===== src/rtl/rvc_fifo_if.sv =====
// Ready/valid channel bundle between producer, elastic buffer and consumer.
// The master drives the producer side and takes the consumer side.
interface rvc_fifo_if #(
   parameter int WIDTH = 8
);
   logic             in_valid;
   logic [WIDTH-1:0] in_data;
   logic             in_ready;
   logic             out_valid;
   logic [WIDTH-1:0] out_data;
   logic             out_ready;

   modport master (
      output in_valid, in_data, out_ready,
      input  in_ready, out_valid, out_data
   );

   modport slave (
      input  in_valid, in_data, out_ready,
      output in_ready, out_valid, out_data
   );
endinterface


===== src/rtl/rvc_fifo.sv =====
// DEPTH-entry ready/valid elastic buffer with occupancy, almost-full and flush.
// Handshake outputs depend only on registered state and rst.
module rvc_fifo #(
   parameter  int WIDTH = 8,
   parameter  int DEPTH = 4,
   parameter  int AFULL = 3,
   localparam int CW    = $clog2(DEPTH + 1)
) (
   input  logic          clk,
   input  logic          rst,
   rvc_fifo_if.slave     bus,
   input  logic          flush,
   output logic [CW-1:0] count,
   output logic          almost_full
);
   localparam int PW = (DEPTH > 1) ? $clog2(DEPTH) : 1;
   localparam logic [PW-1:0] LAST = PW'(DEPTH - 1);

   logic [WIDTH-1:0] mem_q [DEPTH];
   logic [WIDTH-1:0] mem_d [DEPTH];
   logic [PW-1:0]    rd_ptr_q, rd_ptr_d;
   logic [PW-1:0]    wr_ptr_q, wr_ptr_d;
   logic [CW-1:0]    count_q, count_d;
   logic             push, pop;

   assign bus.in_ready  = rst & (count_q != CW'(DEPTH));
   assign bus.out_valid = rst & (count_q != '0);
   assign bus.out_data  = mem_q[rd_ptr_q];
   assign count         = count_q;
   assign almost_full   = (count_q >= CW'(AFULL));

   assign push = bus.in_valid & bus.in_ready;
   assign pop  = bus.out_valid & bus.out_ready;

   always_comb begin
      mem_d    = mem_q;
      rd_ptr_d = rd_ptr_q;
      wr_ptr_d = wr_ptr_q;
      count_d  = count_q;
      if (flush) begin
         // flush wins over any same-cycle handshake
         rd_ptr_d = '0;
         wr_ptr_d = '0;
         count_d  = '0;
      end else begin
         if (push) begin
            mem_d[wr_ptr_q] = bus.in_data;
            wr_ptr_d        = (wr_ptr_q == LAST) ? '0 : wr_ptr_q + 1'b1;
         end
         if (pop)
            rd_ptr_d = (rd_ptr_q == LAST) ? '0 : rd_ptr_q + 1'b1;
         if (push && !pop)
            count_d = count_q + 1'b1;
         else if (pop && !push)
            count_d = count_q - 1'b1;
      end
   end

   always_ff @(posedge clk) begin
      if (!rst) begin
         rd_ptr_q <= '0;
         wr_ptr_q <= '0;
         count_q  <= '0;
      end else begin
         rd_ptr_q <= rd_ptr_d;
         wr_ptr_q <= wr_ptr_d;
         count_q  <= count_d;
      end
   end

   // storage is intentionally left out of reset
   always_ff @(posedge clk) begin
      mem_q <= mem_d;
   end
endmodule

===== src/flat_wrapper.sv =====
// flat-port wrapper written by rule: the top's interface ports become plain ports
module rvc_fifo_flat 
#(
   parameter  int WIDTH = 8,
   parameter  int DEPTH = 4,
   parameter  int AFULL = 3,
   localparam int CW    = $clog2(DEPTH + 1)
)
  (clk, rst, flush, count, almost_full, bus_in_valid, bus_in_data, bus_out_ready, bus_in_ready, bus_out_valid, bus_out_data);
  rvc_fifo_if #(.WIDTH(WIDTH)) bus_i ();
  input  logic clk;
  input  logic rst;
  input  logic flush;
  output logic [CW-1:0] count;
  output logic almost_full;
  input wire logic [$bits(bus_i.in_valid)-1:0] bus_in_valid;
  input wire logic [$bits(bus_i.in_data)-1:0] bus_in_data;
  input wire logic [$bits(bus_i.out_ready)-1:0] bus_out_ready;
  output wire logic [$bits(bus_i.in_ready)-1:0] bus_in_ready;
  output wire logic [$bits(bus_i.out_valid)-1:0] bus_out_valid;
  output wire logic [$bits(bus_i.out_data)-1:0] bus_out_data;
  assign bus_i.in_valid = bus_in_valid;
  assign bus_i.in_data = bus_in_data;
  assign bus_i.out_ready = bus_out_ready;
  assign bus_in_ready = bus_i.in_ready;
  assign bus_out_valid = bus_i.out_valid;
  assign bus_out_data = bus_i.out_data;
  rvc_fifo #(.WIDTH(WIDTH), .DEPTH(DEPTH), .AFULL(AFULL)) u_core (.clk(clk), .rst(rst), .bus(bus_i), .flush(flush), .count(count), .almost_full(almost_full));
endmodule

===== config.mk =====
export PLATFORM = sky130hd
export DESIGN_NAME = rvc_fifo_flat
export DESIGN_NICKNAME = d
export VERILOG_FILES = /design/src/rtl/rvc_fifo_if.sv /design/src/rtl/rvc_fifo.sv /design/src/flat_wrapper.sv
export SDC_FILE = /design/constraint.sdc
export NUM_CORES = 1
export LEC_CHECK = 0
export BUFFER_PORTS_ARGS = -buffer_cell sky130_fd_sc_hd__clkbuf_2
export CAP_MARGIN = 20
export CORE_MARGIN = 5
export CORE_UTILIZATION = 58
export CTS_CLUSTER_DIAMETER = 120
export DETAILED_ROUTE_END_ITERATION = 10
export PLACE_DENSITY = 0.91
export SYNTH_ARGS = -nofsm -noshare
export SYNTH_HDL_FRONTEND = slang
export SYNTH_SLANG_ARGS = --single-unit

===== constraint.sdc =====
create_clock -name clk -period 6.25 [get_ports clk]
set_input_delay 0.3125 -clock clk [delete_from_list [all_inputs] [get_ports clk]]
set_output_delay 0.3125 -clock clk [all_outputs]
set_load 0.01 [all_outputs]

# After elaboration in Yosys (flattened, before gate mapping)
# Cells that the tools add are included.
[totals]
ff_bits = 39
latchBits = 0
inputBits = 13
memories = 0
rom_bits = 0
ram_bits = 0
[classes]
mux = 10
div = 0
n_eq_ne = 3
bitwise_logic = 8
multipliers = 0
add_sub_neg = 4
order_cmp = 4
n_reduce_logical = 9
n_shift = 0
[op_table]
columns = ["operator", "count"]
rows = [
  ["32-bit bitwise mux", 1],
  ["8-bit 2-to-1 mux", 3],
  ["8-bit binary-select mux with 2-bit select", 1],
  ["8-bit demux with 2-bit select", 1],
  ["3-bit greater-or-equal comparator (second input constant)", 2],
  ["3-bit 2-to-1 mux", 2],
  ["2-bit NOT with 3-bit output", 2],
  ["2-bit by 1-bit adder with 2-bit output (second input constant)", 2],
  ["1-bit bitwise AND", 4],
  ["2-bit equality test (second input constant)", 2],
  ["2-bit 2-to-1 mux", 2],
  ["3-bit by 1-bit adder with 3-bit output (second input constant)", 1],
  ["3-bit by 2-bit greater-or-equal comparator with 1-bit output (second input constant)", 1],
  ["1-bit logical AND", 3],
  ["3-bit by 1-bit less-than comparator with 1-bit output (second input constant)", 1],
  ["3-bit inequality test (second input constant)", 1],
  ["3-bit nonzero test", 1],
  ["3-bit by 1-bit subtractor with 3-bit output (second input constant)", 1],
  ["1-bit logical NOT", 2],
  ["1-bit NOT", 2],
  ["2-bit AND reduction", 1],
  ["2-bit nonzero test", 1],
  ["2-bit OR reduction", 1],
]

# Depth between registers and ports, before layout
# Gate-level depths: netlist (run 1).
[logic_depth]
depth_word = 7
ltp_mapped = 8

# Worst setup path after synthesis (run 1)
# No wires, ideal clock.
[synth_path]
path_kind = "flip-flop to flip-flop"
from = "register u_core.count_q[1], in the netlist u_core.count[1]"
to = "register u_core.count_q[2], in the netlist u_core.count[2]"
setup_ns = 0.070
arrival_ns = 2.006
n_path_buf = 0
path_stages_with_launch = 8
t_required_ns = 6.180
setup_slack_ns = 4.174
cell_sequence = "dfxtp_1 o311ai_2 ha_1 inv_1 fa_1 xor2_1 or3_1 a21oi_1"
[synth_between]
elab_chain_cells = 6
[synth_rtl]
columns = ["element", "line_no", "rtl"]
rows = [
  ["from (decl)", "rvc_fifo.sv:23", "logic [CW-1:0] count_q, count_d;"],
  ["from (signal assigned)", "rvc_fifo.sv:67", "count_q <= count_d;"],
  ["3-bit inequality test or 3-bit nonzero test (tied branches)", "rvc_fifo.sv:26, rvc_fifo.sv:27", ""],
  ["1-bit bitwise AND (on tied branches)", "rvc_fifo.sv:26, rvc_fifo.sv:27", ""],
  ["1-bit bitwise AND (on tied branches)", "rvc_fifo.sv:32, rvc_fifo.sv:33", ""],
  ["1-bit logical NOT (on tied branches)", "rvc_fifo.sv:54, rvc_fifo.sv:52", ""],
  ["1-bit logical AND (on tied branches)", "rvc_fifo.sv:54, rvc_fifo.sv:52", ""],
  ["2-bit nonzero test (no source line) or 3-bit 2-to-1 mux (tied branches)", "n/a", ""],
]
# Parallel ways exist; a longest one is shown, timed or not. The select of a mux whose other input is x is not followed.
# A chain may end at the register's enable or synchronous reset.

# Worst setup path in the final report (run 1)
# Ends and elaborated chain as after synthesis.

==> flow_metrics.env, run 1 <==
export IMPL_drt_wirelength_per_cell_um=17.2
export IMPL_critical_path_top_delay_family="adder cells"
export IMPL_worstSetupEndpointType="flip-flop"
export IMPL_grt_pass1_wl_um=4500
export IMPL_synth_yosys_seq_area_share_pct=67.6
export IMPL_maxClockFrequency_mhz=442
export IMPL_ff_latch_area_um2=1100
export IMPL_die_width_um=63.0
export IMPL_slowest_delay_ns=0.44
export IMPL_cts_root_buf="sky130_fd_sc_hd__clkbuf_4"
export IMPL_relSlewSlack_pct=58.1
export IMPL_start_util_pct=59.5
export IMPL_outcome="complete, no violations"
export IMPL_number_of_antenna_repair_diodes=0
export IMPL_highest_net_fanout_along_the_worst_path=7
export IMPL_timing_critical_path_required_ns=6.51
export IMPL_timing_rr_start="u_core.count[1]"
export IMPL_timing_critical_path_buf_inv=1
export IMPL_synth_top_area_share_pct=59.0
export IMPL_total_routed_length_um=2630
export IMPL_timing_hold_worst_path_depth=1
export IMPL_post_dp_hpwl_um=2010
export IMPL_layout_filler_cells=181
export IMPL_clock_latency_reported_for_the_late_side_of_the_worst_skew_pair_ns=0.33
export IMPL_h_tree_levels=2
export IMPL_remaining_antenna_violation_count=0
export IMPL_grt_max_degree=12
export IMPL_worst_pin_slew_ns=0.627
export IMPL_combinationalPowerShare_pct=7.0
export IMPL_timing_final_setup_violations=0
export IMPL_synthCells=91
export IMPL_crit_reg2reg_capture="u_core.count[2]"
export IMPL_cts_hold_buffers_added=0
export IMPL_io_pin_count=27
export IMPL_postSynth_topFlopCell="sky130_fd_sc_hd__edfxtp_1"
export IMPL_floorplan_die_area_um2=3970
export IMPL_cp_cell_sequence="o311ai_2 -> ha_1 -> inv_1 -> fa_1 -> xor2_1 -> or3_1 -> a21oi_1"
export IMPL_clock_sinks=39
export IMPL_synth_async_reset_ratio_pct=0
export IMPL_cts_setup_buffers=0
export IMPL_netlist_area_um2=1630
export IMPL_rsz0062_at_grt="false"
export IMPL_tritoncts="yes"
export IMPL_switching_power_w=0.0000908
export IMPL_setup_reg_to_reg_worst_slack_ns=3.99
export IMPL_path_class="reg2reg"
export IMPL_reg2reg_depth=7
export IMPL_drive_above_1_share_pct=37.7
export IMPL_grt_pass1_vias=881
export IMPL_period_needed_ns=2.26
export IMPL_worst_setup_path_start_kind="flip-flop"
export IMPL_synth_largest_area_cell="sky130_fd_sc_hd__edfxtp_1"
export IMPL_grt_antenna_before_repair=0
export IMPL_clk_transition_reported_paths_ns=0.10
export IMPL_fin_worst_skew_ns=0.00575
export IMPL_ys_warn_count=0
export IMPL_first_iter_violations=39
export IMPL_power_frac_seq_pct=66.4
export IMPL_nets=141
export IMPL_final_max_slew_viol_count=0
export IMPL_worst_hold_startpoint="bus_in_data[7]"
export IMPL_timing_hold_ws_ns=0.197
export IMPL_setup_tns_final_ns=0
export IMPL_number_of_different_library_cells_in_the_post_synthesis_netlist=26
export IMPL_maxCapViolations=0
export IMPL_critical_path_slowest_cell="sky130_fd_sc_hd__o311ai_2"
export IMPL_die_height_um=63.0
export IMPL_drc_errors=0
export IMPL_min_delay_path_class="in2reg"
export IMPL_ys_seq_elements=39
export IMPL_data_arrival_time_at_the_worst_slack_endpoint_ns=2.52
export IMPL_hold_path_endpoint="u_core.mem_q[15]"
export IMPL_vias_per_cell=5.70
export IMPL_clk_path_buf_depth=2
export IMPL_synth_enable_flop_cells=32
export IMPL_place_port_buffers=26
export IMPL_place_gp_congestion=0.789
export IMPL_fp_coreArea_um2=2730
export IMPL_power_density_nw_per_um2=236
export IMPL_max_vdd_ir_drop_v=0.000183
export IMPL_detailroute_via_count=872
export IMPL_hold_violations=0
export IMPL_rows=19
export IMPL_power_share_switching_pct=21.0
export IMPL_gr_usage_total_pct=15.3
export IMPL_postSynthAreaPerCell_um2=17.9
export IMPL_postPlaceCellArea_um2=1780
export IMPL_cellLeakagePower_nw=0.676
export IMPL_synth_area_leaders="sky130_fd_sc_hd__edfxtp_1 59%, sky130_fd_sc_hd__mux4_2 11%, sky130_fd_sc_hd__dfxtp_1 8.6%, sky130_fd_sc_hd__ha_1 4.6%, sky130_fd_sc_hd__and2_1 1.5%"
export IMPL_grt_overflow=0
export IMPL_flow_area_growth_from_synthesis_pct=12.6
export IMPL_post_cts_resized_instances=0
export IMPL_internal_power_w=0.000342
export IMPL_firstDrtPassIters=3
export IMPL_postSynthNetCount=111
export IMPL_final_cell_area_um2=1830
export IMPL_clockPowerShare_pct=26.6
export IMPL_multiInputGateArea_um2=502
export IMPL_cts_buffers_inserted=5
export IMPL_layout_worst_path_cycle_share_pct=36.2
## placed cells by master (no fill, tap or decap), drive strengths merged
cell and n:
nand2 2, or4 1, mux2i 2, clkinv 1, o31ai 1, dfxtp 7
clkbuf 33, fa 1, a21o 1, and2 4, xor2 2, edfxtp 32
nor4bb 1, nor3b 1, or3 2, nand2b 1, o21ai 2, or4b 1
mux4 8, nor2 4, and2b 1, ha 6, a21oi 3, o311ai 1
inv 3, o31a 1
## cells in the mapped netlist, drive strengths merged (2+ instances only)
master / instances
and2: 4
nor2: 4
inv: 3
dfxtp: 7
o21ai: 2
mux2i: 2
a21oi: 3
xor2: 2
or3: 2
buf: 3
ha: 6
nand2: 2
mux4: 8
edfxtp: 32
## logic make-up (layout without fill, tap and decap cells)
logic type,Yosys count,count (layout),synth area share [%]
buffers and inverters,6,37,1.54
multiplexers,10,10,12.3
AO/OA/AOI/OAI,9,9,4.15
XOR/XNOR,2,2,1.08
flip-flops,39,39,67.6
AND/OR/NAND/NOR,18,18,7.46
adder cells (fa/ha/maj),7,7,5.84
## registers in the layout, indices dropped and copies added, names as in the netlist
register         cells
u_core.mem_q        32
u_core.count         3
u_core.rd_ptr_q      2
u_core.wr_ptr_q      2
## worst max-delay path by stage
| stage | to | startpoint | slack [ns] | cells after the start |
|---|---|---|---|---|
| after CTS | u_core.count[2] | u_core.count[1] | 3.97 | 7 |
| after global placement | u_core.count[2] | u_core.count[1] | 4.16 | 7 |
| final | u_core.count[2] | u_core.count[1] | 3.99 | 7 |
| after detailed placement | u_core.count[2] | u_core.count[1] | 3.98 | 7 |
| after global routing | u_core.count[2] | u_core.count[1] | 3.83 | 7 |
| after floorplan | u_core.count[2] | u_core.count[1] | 4.17 | 7 |
## per-stage QoR
| step | instances | total power [W] | util (%) | setup slack (ns) |
|---|---|---|---|---|
| 2_1_floorplan | 91 | 0.000310 | - | 4.17 |
| 3_3_place_gp | 145 | 0.000322 | 65.2 | 4.16 |
| 3_5_place_dp | 145 | 0.000324 | 65.2 | 3.98 |
| 4_1_cts | 153 | 0.000438 | 67.0 | 3.97 |
| 5_1_grt | 153 | 0.000454 | 67.0 | 3.83 |
| 6_report | 153 | 0.000433 | 67.0 | 3.99 |
## power by group through the flow
stage | Clock [W] | Combinational, W | Sequential (W)
2_1_floorplan | 0 | 0.0000173 | 0.000293
3_3_place_gp | 0 | 0.0000287 | 0.000293
3_5_place_dp | 0 | 0.0000306 | 0.000293
4_1_cts | 0.000120 | 0.0000308 | 0.000287
5_1_grt | 0.000132 | 0.0000341 | 0.000288
6_report | 0.000115 | 0.0000303 | 0.000287
## layer usage
metal | wire length (um) | track usage, % | share of wire [%]
met1 | 1060 | 18.7 | 40
met2 | 1380 | 24.1 | 53
met3 | 138 | 5.04 | 5.2
met4 | 50 | 7.96 | 1.9
met5 | 0 | 0 | 0
## layout make-up
class	count	share of cell area, %
flip-flops and latches	39	60.1
multi-input cells	46	27.4
repair buffers	26	7.10
clock buffers	7	2.46
well taps	31	2.12
inverters	3	0.614
clock inverters	1	0.273
Note: power is estimated with default switching activity, not from simulation.
==> run 2, diff against run 1 <==
--- a/config.mk
+++ b/config.mk
@@ -8,10 +8,10 @@
 export BUFFER_PORTS_ARGS = -buffer_cell sky130_fd_sc_hd__clkbuf_2
 export CAP_MARGIN = 20
 export CORE_MARGIN = 5
-export CORE_UTILIZATION = 58
+export CORE_UTILIZATION = 54
 export CTS_CLUSTER_DIAMETER = 120
 export DETAILED_ROUTE_END_ITERATION = 10
-export PLACE_DENSITY = 0.91
+export PLACE_DENSITY = 0.86
 export SYNTH_ARGS = -nofsm -noshare
 export SYNTH_HDL_FRONTEND = slang
 export SYNTH_SLANG_ARGS = --single-unit
==> constraint.sdc (replaced) <==
create_clock -name clk -period 2.1 [get_ports clk]
set_input_delay 0.105 -clock clk [delete_from_list [all_inputs] [get_ports clk]]
set_output_delay 0.105 -clock clk [all_outputs]
set_load 0.01 [all_outputs]
==> run 2 against run 1 <==
Compared with the run above:
- critical path depth stayed put
- wire length up 3.0%
- sequential share of layout area down 5.4 points
- combinational power increased to 4.2 times the previous value
- non-clock buffer count rose by 15
- sequential cell count did not move
- final cell count up 11%
- register-to-register slack worse by 3.9 ns
- count of clock-buffer cells in the layout rose by 1
- sequential power rose to 3.0 times the previous value
- core utilization up 1.1 points
- largest power group unchanged
==> flow_metrics.env, run 2 (synthesis gave the netlist of run 1 again) <==
export IMPL_final_max_slew_viol_count=0
export IMPL_grt_pass1_vias=955
export IMPL_clock_latency_reported_for_the_late_side_of_the_worst_skew_pair_ns=0.34
export IMPL_clk_path_buf_depth=2
export IMPL_timing_critical_path_required_ns=2.38
export IMPL_final_cell_area_um2=2030
export IMPL_floorplan_die_area_um2=4210
export IMPL_drive_above_1_share_pct=46.0
export IMPL_worst_pin_slew_ns=0.620
export IMPL_cp_cell_sequence="o311ai_4 -> ha_2 -> inv_2 -> fa_2 -> xor2_2 -> or3_4 -> a21oi_2"
export IMPL_drc_errors=0
export IMPL_h_tree_levels=2
export IMPL_outcome="complete, no violations"
export IMPL_gr_usage_total_pct=14.8
export IMPL_die_height_um=64.9
export IMPL_postPlaceCellArea_um2=1820
export IMPL_rows=20
export IMPL_data_arrival_time_at_the_worst_slack_endpoint_ns=2.29
export IMPL_critical_path_top_delay_family="adder cells"
export IMPL_grt_overflow=0
export IMPL_place_gp_congestion=0.800
export IMPL_fin_worst_skew_ns=0.0142
export IMPL_detailroute_via_count=922
export IMPL_timing_critical_path_buf_inv=1
export IMPL_period_needed_ns=2.01
export IMPL_number_of_antenna_repair_diodes=0
export IMPL_rsz0062_at_grt="false"
export IMPL_cts_buffers_inserted=5
export IMPL_drt_wirelength_per_cell_um=16.0
export IMPL_vias_per_cell=5.42
export IMPL_min_delay_path_class="in2reg"
export IMPL_clk_transition_reported_paths_ns=0.11
export IMPL_clock_sinks=39
export IMPL_number_of_stages_on_the_worst_setup_path=7
export IMPL_reg2reg_depth=7
export IMPL_maxClockFrequency_mhz=497
export IMPL_layout_commonest_cell="sky130_fd_sc_hd__edfxtp_1"
export IMPL_grt_antenna_before_repair=0
export IMPL_timing_hold_ws_ns=0.179
export IMPL_cts_root_buf="sky130_fd_sc_hd__clkbuf_4"
export IMPL_path_class="reg2reg"
export IMPL_flow_area_growth_from_synthesis_pct=24.8
export IMPL_hold_violations=0
export IMPL_grt_max_degree=13
export IMPL_first_iter_violations=22
export IMPL_timing_final_setup_violations=0
export IMPL_remaining_antenna_violation_count=0
export IMPL_cellLeakagePower_nw=0.754
export IMPL_total_routed_length_um=2710
export IMPL_worst_setup_path_start_kind="flip-flop"
export IMPL_max_vdd_ir_drop_v=0.000462
export IMPL_place_port_buffers=26
export IMPL_firstDrtPassIters=5
export IMPL_maxCapViolations=0
export IMPL_largest_register_by_flop_count="u_core.mem_q"
export IMPL_worstSetupEndpointType="flip-flop"
export IMPL_nets=156
export IMPL_relSlewSlack_pct=58.6
export IMPL_die_width_um=64.9
export IMPL_tritoncts="yes"
export IMPL_fp_coreArea_um2=2980
export IMPL_io_pin_count=27
export IMPL_highest_net_fanout_along_the_worst_path=3
export IMPL_slowest_delay_ns=0.37
export IMPL_start_util_pct=54.7
export IMPL_number_of_flip_flops_in_the_largest_register=32
export IMPL_most_used_cells_in_the_layout_excluding_fill_and_tap_cells="32 x sky130_fd_sc_hd__edfxtp_1, 26 x sky130_fd_sc_hd__clkbuf_2, 8 x sky130_fd_sc_hd__mux4_2, 8 x sky130_fd_sc_hd__dlygate4sd3_1, 7 x sky130_fd_sc_hd__buf_4"
export IMPL_post_dp_hpwl_um=1970
export IMPL_timing_hold_worst_path_depth=4
export IMPL_layout_worst_path_cycle_share_pct=95.9
export IMPL_grt_pass1_wl_um=4560
export IMPL_power_density_nw_per_um2=692
export IMPL_critical_path_slowest_cell="sky130_fd_sc_hd__dfxtp_4"
run 2: final timing paths:
kind                           start                 end  slack (ns)
setup / recovery     u_core.count[2]     u_core.count[2]        0.09
hold / removal          bus_in_valid  u_core.wr_ptr_q[1]        0.18
setup reg to reg     u_core.count[2]     u_core.count[2]        0.09
hold reg to reg   u_core.wr_ptr_q[0]  u_core.wr_ptr_q[0]        0.54
run 2: cell type report:
cell class	instances	area, um^2
timing repair buffer	41	263
clock buffer	8	70.1
fill	197	947
inverter	3	11.3
sequential	39	1110
tap	33	41.3
multi-input combinational	46	536
run 2: metrics by stage:
step           cells  power, W  util (%)  setup WS [ns]  setup TNS [ns]
4_1_cts          168   0.00141      66.4        0.00312               0
2_1_floorplan     91  0.000923         -         0.0241               0
3_5_place_dp     151  0.000970      61.0        -0.0270         -0.0270
5_1_grt          170   0.00148      68.2         0.0150               0
6_report         170   0.00141      68.2         0.0864               0
3_3_place_gp     151  0.000964      61.0          0.168               0
run 2: what timing repair did:
action | 4_1_cts | 5_1_grt
pin swaps | 2 | 5
hold buffers | 8 | 0
buffers inserted | 1 | 2
hold endpoints to repair | 32 | 0
endpoints found under the setup margin | 1 | 1
resized for setup | 2 | 11
run 2: worst register-to-register path, cell delays in order (launching register included):
cell and delay (ns):
sky130_fd_sc_hd__dfxtp_4 0.37, sky130_fd_sc_hd__o311ai_4 0.30, sky130_fd_sc_hd__ha_2 0.24, sky130_fd_sc_hd__inv_2 0.04
sky130_fd_sc_hd__fa_2 0.34, sky130_fd_sc_hd__xor2_2 0.16, sky130_fd_sc_hd__or3_4 0.37, sky130_fd_sc_hd__a21oi_2 0.11
run 2: routing by layer:
layer  up-vias  GRT usage (%)  share of wire (%)
met2        28           25.3                 51
met5         -              0                  0
li1        445              -                  -
met1       443           16.9                 40
met3         6           5.72                7.6
met4         0           4.75                1.7
run 2: report_power, final:
group,internal (W),switching [W],leakage [nW]
sequential,0.000844,0.00000793,0.348
combinational,0.0000673,0.0000589,0.369
clock,0.000205,0.000222,0.0377
==> run 3, diff against run 2 <==
--- a/config.mk
+++ b/config.mk
@@ -5,13 +5,14 @@
 export SDC_FILE = /design/constraint.sdc
 export NUM_CORES = 1
 export LEC_CHECK = 0
+export ABC_AREA = 1
 export BUFFER_PORTS_ARGS = -buffer_cell sky130_fd_sc_hd__clkbuf_2
 export CAP_MARGIN = 20
-export CORE_MARGIN = 5
-export CORE_UTILIZATION = 54
+export CORE_MARGIN = 2
+export CORE_UTILIZATION = 55
 export CTS_CLUSTER_DIAMETER = 120
 export DETAILED_ROUTE_END_ITERATION = 10
-export PLACE_DENSITY = 0.86
+export PLACE_DENSITY = 0.87
 export SYNTH_ARGS = -nofsm -noshare
 export SYNTH_HDL_FRONTEND = slang
 export SYNTH_SLANG_ARGS = --single-unit
==> run 3 against run 2 <==
Compared with the run above:
- fmax rose by 4.7%
- critical endpoint unchanged
- clock skew down 0.0025 ns
- sequential power grew 0.6%
- core utilization shrank 0.29 points
==> flow_metrics.env, run 3 <==
export IMPL_relSlewSlack_pct=74.7
export IMPL_h_tree_levels=2
export IMPL_ys_seq_elements=39
export IMPL_synth_largest_area_cell="sky130_fd_sc_hd__edfxtp_1"
export IMPL_placed_cells=205
export IMPL_firstDrtPassIters=4
export IMPL_grt_overflow=0
export IMPL_power_share_switching_pct=21.9
export IMPL_worst_hold_startpoint="flush"
export IMPL_reg2reg_depth=11
export IMPL_combinationalPowerShare_pct=8.8
export IMPL_largest_register_by_flop_count="u_core.mem_q"
export IMPL_clock_sinks=39
export IMPL_hold_path_endpoint="u_core.wr_ptr_q[1]"
export IMPL_die_height_um=59.3
export IMPL_setup_reg_to_reg_worst_slack_ns=0.18
export IMPL_total_routed_length_um=3520
export IMPL_drc_errors=0
export IMPL_ys_warn_count=0
export IMPL_yosysMostFrequentCell="sky130_fd_sc_hd__edfxtp_1"
export IMPL_path_class="reg2reg"
export IMPL_cts_buffers_inserted=5
export IMPL_detailroute_via_count=1214
export IMPL_netlist_area_um2=1680
export IMPL_min_delay_path_class="in2reg"
export IMPL_cts_root_buf="sky130_fd_sc_hd__clkbuf_4"
export IMPL_cellLeakagePower_nw=0.826
export IMPL_synth_enable_flop_cells=32
export IMPL_postSynthAreaPerCell_um2=11.7
export IMPL_drive_above_1_share_pct=26.1
export IMPL_worst_pin_slew_ns=0.379
export IMPL_gr_max_usage_layer="met2"
export IMPL_timing_rr_start="u_core.count[1]"
export IMPL_power_frac_seq_pct=58.4
export IMPL_first_iter_violations=77
export IMPL_number_of_different_library_cells_in_the_post_synthesis_netlist=22
export IMPL_timing_hold_worst_path_depth=4
export IMPL_hold_violations=0
export IMPL_grt_antenna_before_repair=0
export IMPL_io_pin_count=27
export IMPL_nets=207
export IMPL_tritoncts="yes"
export IMPL_synthCells=144
export IMPL_layout_commonest_cell="sky130_fd_sc_hd__edfxtp_1"
export IMPL_timing_hold_ws_ns=0.126
export IMPL_number_of_flip_flops_in_the_largest_register=32
export IMPL_crit_reg2reg_capture="u_core.count[2]"
export IMPL_synth_yosys_seq_area_share_pct=65.4
export IMPL_grt_pass1_vias=1194
export IMPL_grt_util_met2_pct=38.9
export IMPL_synth_async_reset_ratio_pct=0
export IMPL_synth_top_area_share_pct=57.1
export IMPL_post_dp_hpwl_um=2330
export IMPL_worst_setup_path_start_kind="flip-flop"
export IMPL_switching_power_w=0.000322
export IMPL_cts_setup_buffers=0
export IMPL_timing_final_setup_violations=0
export IMPL_clockPowerShare_pct=32.8
export IMPL_postSynth_topFlopCell="sky130_fd_sc_hd__edfxtp_1"
export IMPL_place_port_buffers=26
export IMPL_synth_area_leaders="sky130_fd_sc_hd__edfxtp_1 57%, sky130_fd_sc_hd__dfxtp_1 8.3%, sky130_fd_sc_hd__nor2_1 6.5%, sky130_fd_sc_hd__o21ai_0 4.8%, sky130_fd_sc_hd__ha_1 4.5%"
export IMPL_maxClockFrequency_mhz=520
export IMPL_most_used_cells_in_the_layout_excluding_fill_and_tap_cells="32 x sky130_fd_sc_hd__edfxtp_1, 29 x sky130_fd_sc_hd__nor2_1, 26 x sky130_fd_sc_hd__clkbuf_2"
export IMPL_power_density_nw_per_um2=726
export IMPL_clock_latency_reported_for_the_late_side_of_the_worst_skew_pair_ns=0.34
export IMPL_synth_commonest_cells="32 x sky130_fd_sc_hd__edfxtp_1, 29 x sky130_fd_sc_hd__nor2_1, 17 x sky130_fd_sc_hd__nand2_1"
export IMPL_fp_coreArea_um2=2980
export IMPL_postSynthNetCount=164
export IMPL_gr_usage_met3_pct=6.55
export IMPL_vias_per_cell=5.49
export IMPL_clk_transition_reported_paths_ns=0.12
export IMPL_setup_tns_final_ns=0
export IMPL_layout_worst_path_cycle_share_pct=91.6
export IMPL_fin_util_pct=67.9
export IMPL_flow_area_growth_from_synthesis_pct=20.1
export IMPL_maxCapViolations=0
export IMPL_die_width_um=59.3
export IMPL_place_gp_congestion=0.790
export IMPL_remaining_antenna_violation_count=0
export IMPL_data_arrival_time_at_the_worst_slack_endpoint_ns=2.21
export IMPL_internal_power_w=0.00115
export IMPL_groute_layer_met1_usage_pct=24.8
export IMPL_gr_usage_total_pct=22.2
export IMPL_grt_max_degree=18
export IMPL_drt_wirelength_per_cell_um=15.9
export IMPL_rows=20
export IMPL_worstSetupEndpointType="flip-flop"
export IMPL_outcome="complete, no violations"
export IMPL_fin_worst_skew_ns=0.0117
export IMPL_highest_net_fanout_along_the_worst_path=5
export IMPL_clk_path_buf_depth=2
export IMPL_instances_no_fill=221
export IMPL_final_max_slew_viol_count=0
export IMPL_period_needed_ns=1.92
export IMPL_number_of_antenna_repair_diodes=0
export IMPL_start_util_pct=56.6
export IMPL_grt_pass1_wl_um=5520
export IMPL_rsz0062_at_grt="false"
export IMPL_timing_critical_path_required_ns=2.38
export IMPL_floorplan_die_area_um2=3520
export IMPL_max_vdd_ir_drop_v=0.000611
==> run 3: changes by cell type after synthesis, moves of 5 or more <==
cell	delta
sky130_fd_sc_hd__o21ai_0	+14
sky130_fd_sc_hd__mux4_2	-8
sky130_fd_sc_hd__nand2_1	+15
sky130_fd_sc_hd__nor2_1	+25
sky130_fd_sc_hd__o22ai_1	+8
sky130_fd_sc_hd__inv_1	+5
==> run 3: through the flow <==
| step | worst slack, ns | total power (W) | cell area [um^2] |
|---|---|---|---|
| after floorplan | 0.298 | 0.000938 | 1680 |
| after global placement | 0.358 | 0.000979 | 1860 |
| after detailed placement | 0.180 | 0.000989 | 1860 |
| after CTS | 0.139 | 0.00148 | 2020 |
| after global routing | 0.0404 | 0.00153 | 2020 |
| final | 0.177 | 0.00147 | 2020 |
==> run 3: final cells by class <==
class	count	area, um^2
clock inverters	3	38.8
fillers	202	956
inverters	11	41.3
clock buffers	5	37.5
multi-input cells	91	512
well taps	33	41.3
repair buffers	39	248
flip-flops and latches	39	1100
==> run 3: how the worst max path moves through the flow <==
stage | slack (ns) | start | cells past startpoint | to
floorplan | 0.30 | u_core.count[0] | 4 | u_core.mem_q[0]
global placement | 0.36 | u_core.count[0] | 13 | u_core.count[2]
detailed placement | 0.18 | u_core.count[0] | 12 | u_core.count[2]
CTS | 0.14 | u_core.count[0] | 12 | u_core.count[2]
global route | 0.04 | u_core.count[1] | 11 | u_core.count[2]
finish | 0.18 | u_core.count[1] | 11 | u_core.count[2]
==> run 3: worst max-delay path, stage by stage (launching register included) <==
cell,delay [ns]
sky130_fd_sc_hd__dfxtp_2,0.37
sky130_fd_sc_hd__nor2_2,0.19
sky130_fd_sc_hd__nand2_1,0.09
sky130_fd_sc_hd__nand3_2,0.12
sky130_fd_sc_hd__ha_1,0.18
sky130_fd_sc_hd__inv_1,0.08
sky130_fd_sc_hd__fa_1,0.42
sky130_fd_sc_hd__nand2_1,0.10
sky130_fd_sc_hd__nand3_1,0.10
sky130_fd_sc_hd__nand2_1,0.08
sky130_fd_sc_hd__nand2_1,0.05
sky130_fd_sc_hd__nor2_1,0.08
==> run 3: kinds of logic after synthesis <==
| kind of cell | synth area share (%) |
|---|---|
| buf+inv | 4.23 |
| flops | 65.4 |
| simple gates | 15.4 |
| fa+ha+maj | 5.65 |
| xor+xnor | 0.520 |
| compound gates | 8.84 |
==> run 3: per-layer routing <==
layer / up-vias / routed length (um)
li1: 585 / -
met2: 31 / 1880
met1: 591 / 1440
met5: - / 0
met4: 0 / 61
met3: 7 / 136
==> run 3: power groups by stage <==
stage | registers, W | clock network [W] | logic (W)
3_5_place_dp | 0.000874 | 0 | 0.000116
4_1_cts | 0.000856 | 0.000493 | 0.000129
2_1_floorplan | 0.000873 | 0 | 0.0000652
5_1_grt | 0.000858 | 0.000533 | 0.000143
3_3_place_gp | 0.000873 | 0 | 0.000106
6_report | 0.000857 | 0.000482 | 0.000129
==> run 3: repair_timing <==
action	4_1_cts	5_1_grt
gates resized for setup	0	2
endpoints found under the setup margin	0	1
hold buffers	8	0
hold endpoints to repair	32	0
